File: config.mk
export PLATFORM = sky130hd
export DESIGN_NAME = instr_fetch
export DESIGN_NICKNAME = d
export VERILOG_FILES = /design/src/rtl/fetch_pkg.sv /design/src/rtl/fetch_skid_fifo.sv /design/src/rtl/instr_fetch.sv
export SDC_FILE = /design/constraint.sdc
export NUM_CORES = 1
export LEC_CHECK = 0
export ABC_AREA = 1
export CORE_MARGIN = 2
export CORE_UTILIZATION = 45
export CTS_CLUSTER_DIAMETER = 200
export DETAILED_ROUTE_END_ITERATION = 6
export PLACE_DENSITY = 0.71
export SLEW_MARGIN = 20
export SYNTH_ARGS = -nofsm -noshare
export SYNTH_HDL_FRONTEND = slang
export SYNTH_SLANG_ARGS = --single-unit
File: constraint.sdc
create_clock -name clk -period 2.8 [get_ports clk]
set_input_delay 0.42 -clock clk [delete_from_list [all_inputs] [get_ports clk]]
set_output_delay 0.42 -clock clk [all_outputs]
set_load 0.05 [all_outputs]
File: src/rtl/fetch_pkg.sv
// fetch_pkg: shared sizes, FIFO entry type and PC helpers
// for the instruction fetch stage.
package fetch_pkg;

   localparam int WIDTH = 32;
   localparam int DEPTH = 128;
   localparam int AW    = $clog2(DEPTH);

   typedef struct packed {
      logic [WIDTH-1:0] instr;
      logic [AW-1:0]    pc;
   } fetch_entry_t;

   function automatic logic [AW-1:0] pc_inc(input logic [AW-1:0] pc);
      return (pc == AW'(DEPTH - 1)) ? '0 : pc + 1'b1;
   endfunction

   function automatic logic [AW-1:0] pc_clamp(input logic [AW-1:0] pc);
      logic [AW:0] wide;
      wide = {1'b0, pc} % (AW + 1)'(DEPTH);
      return wide[AW-1:0];
   endfunction

endpackage

File: src/rtl/fetch_skid_fifo.sv
// fetch_skid_fifo: 2-entry {instr, pc} buffer between the
// memory return path and decode; flush empties it at once.
module fetch_skid_fifo
   import fetch_pkg::*;
(
   input  logic         clk,
   input  logic         rst,
   input  logic         push,
   input  fetch_entry_t push_data,
   input  logic         pop,
   input  logic         flush,
   output fetch_entry_t head,
   output logic [1:0]   count
);

   fetch_entry_t [1:0] mem_q, mem_d;
   logic               rd_ptr_q, rd_ptr_d;
   logic               wr_ptr_q, wr_ptr_d;
   logic [1:0]         count_q, count_d;

   assign head  = mem_q[rd_ptr_q];
   assign count = count_q;

   // Pointer/occupancy update; flush overrides push and pop.
   always_comb begin
      mem_d    = mem_q;
      rd_ptr_d = rd_ptr_q;
      wr_ptr_d = wr_ptr_q;
      count_d  = count_q;
      if (flush) begin
         rd_ptr_d = 1'b0;
         wr_ptr_d = 1'b0;
         count_d  = 2'd0;
      end else begin
         if (push) begin
            mem_d[wr_ptr_q] = push_data;
            wr_ptr_d        = ~wr_ptr_q;
         end
         if (pop) begin
            rd_ptr_d = ~rd_ptr_q;
         end
         count_d = count_q + 2'(push) - 2'(pop);
      end
   end

   // Storage and pointers; reset clears entries so the head reads zero.
   always_ff @(posedge clk or negedge rst) begin
      if (!rst) begin
         mem_q    <= '0;
         rd_ptr_q <= 1'b0;
         wr_ptr_q <= 1'b0;
         count_q  <= 2'd0;
      end else begin
         mem_q    <= mem_d;
         rd_ptr_q <= rd_ptr_d;
         wr_ptr_q <= wr_ptr_d;
         count_q  <= count_d;
      end
   end

endmodule

File: src/rtl/instr_fetch.sv
// instr_fetch: drives the memory read port with the PC, tracks one
// outstanding read and hands words to decode; redirect flushes all.
module instr_fetch
   import fetch_pkg::*;
#(
   parameter logic [AW-1:0] RESET_PC = '0
)
(
   input  logic             clk,
   input  logic             rst,
   output logic [AW-1:0]    mem_rd_addr,
   input  logic [WIDTH-1:0] mem_rd_data,
   output logic             if_valid,
   input  logic             if_ready,
   output logic [WIDTH-1:0] if_instr,
   output logic [AW-1:0]    if_pc,
   input  logic             redirect_valid,
   input  logic [AW-1:0]    redirect_pc
);

   logic [AW-1:0] pc_q, pc_d;
   logic          infl_v_q, infl_v_d;
   logic [AW-1:0] infl_pc_q, infl_pc_d;

   logic          pop, push, issue;
   logic [1:0]    fifo_count;
   logic [2:0]    occ;
   fetch_entry_t  push_ent, head;

   assign mem_rd_addr = pc_q;
   assign if_valid    = (fifo_count != 2'd0);
   assign pop         = if_valid & if_ready;
   assign push        = infl_v_q & ~redirect_valid;
   assign occ         = 3'(fifo_count) + 3'(infl_v_q) - 3'(pop);
   assign issue       = ~redirect_valid & (occ < 3'd2);
   assign push_ent    = '{instr: mem_rd_data, pc: infl_pc_q};
   assign if_instr    = head.instr;
   assign if_pc       = head.pc;

   fetch_skid_fifo u_fifo (
      .clk       (clk),
      .rst       (rst),
      .push      (push),
      .push_data (push_ent),
      .pop       (pop),
      .flush     (redirect_valid),
      .head      (head),
      .count     (fifo_count)
   );

   // Next PC and in-flight tracking; redirect beats issue.
   always_comb begin
      pc_d      = pc_q;
      infl_v_d  = infl_v_q;
      infl_pc_d = infl_pc_q;
      if (redirect_valid) begin
         pc_d     = pc_clamp(redirect_pc);
         infl_v_d = 1'b0;
      end else if (issue) begin
         pc_d      = pc_inc(pc_q);
         infl_v_d  = 1'b1;
         infl_pc_d = pc_q;
      end else begin
         infl_v_d = 1'b0;
      end
   end

   // PC and outstanding-read registers.
   always_ff @(posedge clk or negedge rst) begin
      if (!rst) begin
         pc_q      <= RESET_PC;
         infl_v_q  <= 1'b0;
         infl_pc_q <= '0;
      end else begin
         pc_q      <= pc_d;
         infl_v_q  <= infl_v_d;
         infl_pc_q <= infl_pc_d;
      end
   end

   a_no_push_full : assert property (
      @(posedge clk) disable iff (!rst)
      !(push && fifo_count == 2'd2));

   a_redirect_range : assert property (
      @(posedge clk) disable iff (!rst)
      !(redirect_valid && {1'b0, redirect_pc} >= (AW + 1)'(DEPTH)));

endmodule

==> summary.md <==
| Metric | Value |
|---|---|
| Slew margin rel. | `47.9%` |
| Initial antenna violation count | `0` |
| Via count | `3658` |
| Total GRT Usage | `18.8%` |
| Routability cong. | `0.841` |
| Cell count after synthesis | `551` |
| Fill cells | `915` |
| Clock Path Buffers | `2` |
| Nets | `675` |
| Sequential area share after synthesis | `54.8%` |
| Drt initial violations | `246` |
| Clock tree from TritonCTS | `done` |
| Static Leak | `2.90 nW` |
| Post-Syn Area | `4430 um2` |
| Clk sink count | `97` |
| Pin count of the biggest net entering global routing | `80` |
| Worst EP required | `3.09 ns` |
| Pre-CTS worst setup slack | `0.170 ns` |
| Die X | `103 um` |
| Post-CTS setup buffer count | `0` |
| Hpwl dp | `6.08 mm` |
| Fmax | `0.435 GHz` |
| Min Tclk post-route | `2.30 ns` |
| Status | `complete, no violations` |
| Routed len/inst | `12.3 um` |
| Avg Cell Area, Syn | `8.04 um2` |
| Type of origin of the critical path | `flip-flop` |
| H-tree depth | `3` |
| Worst reg2reg setup slack | `0.50 ns` |
| IO Count | `90` |
| Slew of the pin with the lowest slew margin | `0.782 ns` |
| PnR worst setup slack | `0.499 ns` |
| First-pass GRT wire length | `15.7 mm` |
| Clk slew on worst S/H paths | `0.10 ns` |
| Cts-stage hold buffer count | `0` |
| Mapped Nets | `599` |
| Num CTS Buffers | `9` |
| Hold Path Class | `primary input to async pin` |
| Slew Limit Fails | `0` |
| Period utilisation layout | `82.2%` |
| Worst reg2reg path depth | `12` |
| Die Area | `10600 um2` |
| Std cell rows | `36` |
| Critical path type | `flip-flop to flip-flop` |
| GRT overflow | `0` |
| Worst skew pair latency | `0.35 ns` |
| RSZ-0062 raised after global routing | `no` |
| Util after Layout | `56.8%` |
| Leading cell type in the layout, fill and taps excluded | `nand2_1` |
| Yosys Warn Count | `0` |
| Cell Pwr Density | `1280 nW/um2` |
| Total negative setup slack | `0 ns` |
| Count of final hold-check violations | `0` |
| Crit Path Max Fanout | `10` |
| Die Height | `103 um` |
| CP Capture Type | `flip-flop` |
| Core ar. | `9640 um2` |
| Post-Layout Cell Count | `764` |
| Area Overhead vs Synth | `23.6%` |
| Most frequent cells in the layout | `243 x nand2_1, 97 x dfrtp_1, 57 x inv_1, 57 x o21ai_0, 49 x clkdlybuf4s50_1` |
| Reg area | `2430 um2` |
| Worst vdd ir | `0.618 mV` |
| Clock tree root driver cell | `clkbuf_8` |
| Post-synth cell types | `23` |
| First-pass DRT Iterations | `5` |
| Cts repair resizes | `0` |
| Vias/cell | `4.79` |
| ANT cells | `0` |
| Worst-case clock skew | `0.00557 ns` |
| Post-route DRC | `0` |
| #FFs+latches synth | `97` |
| DRT antenna net count | `0` |
| Final WL | `9.43 mm` |
| Final setup fails | `0` |
| Multi-input logic area | `1620 um2` |
| Share of cells above drive strength 1 | `10.5%` |
| Initial Util | `45.9%` |
| Vias in the first global route | `3417` |
| Cell total after placement | `749` |
| Max-cap violations | `0` |
| Total Power | `0.00702 W` |
| CP arrival | `2.59 ns` |
| Port Buffers | `89` |
-- flip-flops by register name, summed over array words and instances (netlist names) --
signal / cells
u_fifo.count: 2
u_fifo.wr_ptr_q: 1
u_fifo.rd_ptr_q: 1
mem_rd_addr: 7
infl_v_q: 1
u_fifo.mem_q: 78
infl_pc_q: 7
-- where the power goes --
part           internal, W  switching, W
clock network     0.000504      0.000479
logic              0.00111       0.00249
registers          0.00205      0.000393
-- stage by stage --
| stage | instance area [um2] | hold slack [ns] |
|---|---|---|
| 6_report | 5470 | 0.0725 |
| 5_1_grt | 5470 | 0.115 |
| 4_1_cts | 5470 | 0.0895 |
| 3_5_place_dp | 5260 | 0.473 |
| 3_3_place_gp | 5260 | 0.466 |
| 2_1_floorplan | 4430 | 0.124 |
-- critical path, stage by stage, from the launching register on --
cell	delay, ns
dfrtp_1	0.46
o21a_1	0.22
ha_1	0.29
inv_1	0.08
nand2_1	0.07
fa_1	0.40
inv_1	0.08
nand2_1	0.05
nand2_1	0.06
nand3_2	0.16
nor2_1	0.23
nand2_1	0.08
nand2_1	0.06
-- Yosys cell counts, drive strengths merged --
library cell	count	area share (%)
a21oi	2	0.23
buf	14	2.3
clkbuf	13	1.3
dfrtp	97	55
fa	1	0.45
ha	4	1.1
inv	60	5.1
nand2	245	21
nand3	16	2.0
nand3b	1	0.17
nor2	7	0.76
o21a	1	0.17
o21ai	87	9.8
xnor2	2	0.40
xor2	1	0.20
-- area by class of cell --
| cell class | instances | share of cell area, % |
|---|---|---|
| sequential | 97 | 44.3 |
| clock buffer | 9 | 2.26 |
| inverter | 60 | 4.11 |
| multi-input combinational | 367 | 29.5 |
| clock inverter | 6 | 1.65 |
| timing repair buffer | 92 | 15.1 |
| tap | 133 | 3.04 |
-- cell families (layout without fill, tap and decap cells) --
family,count (synthesis),count (layout),share of synthesized area (%)
adder cells (fa/ha/maj),5,5,1.58
AND/OR/NAND/NOR,269,269,24.1
buffers and inverters,87,167,8.70
XOR/XNOR,3,3,0.593
flip-flops,97,97,54.8
AO/OA/AOI/OAI,90,90,10.2
-- final timing paths --
| path | startpoint | endpoint |
|---|---|---|
| setup / recovery | u_fifo.count[1] | mem_rd_addr[6] |
| setup reg to reg | u_fifo.count[1] | mem_rd_addr[6] |
| hold reg to reg | u_fifo.mem_q[22] | u_fifo.mem_q[22] |
| min in group clk | u_fifo.mem_q[22] | u_fifo.mem_q[22] |
| max in group asynchronous | rst | u_fifo.mem_q[9] |
| hold / removal | rst | u_fifo.mem_q[70] |
-- layer usage --
metal / share of wire [%] / GRT usage [%] / vias up / wire, um
li1: - / - / 1847 / -
met1: 48 / 24.9 / 1716 / 4480
met2: 47 / 32.1 / 87 / 4480
met3: 4.1 / 3.16 / 8 / 384
met4: 0.94 / 5.47 / 0 / 89
met5: 0 / 0 / - / 0
Note: power is estimated with default switching activity, not from simulation.
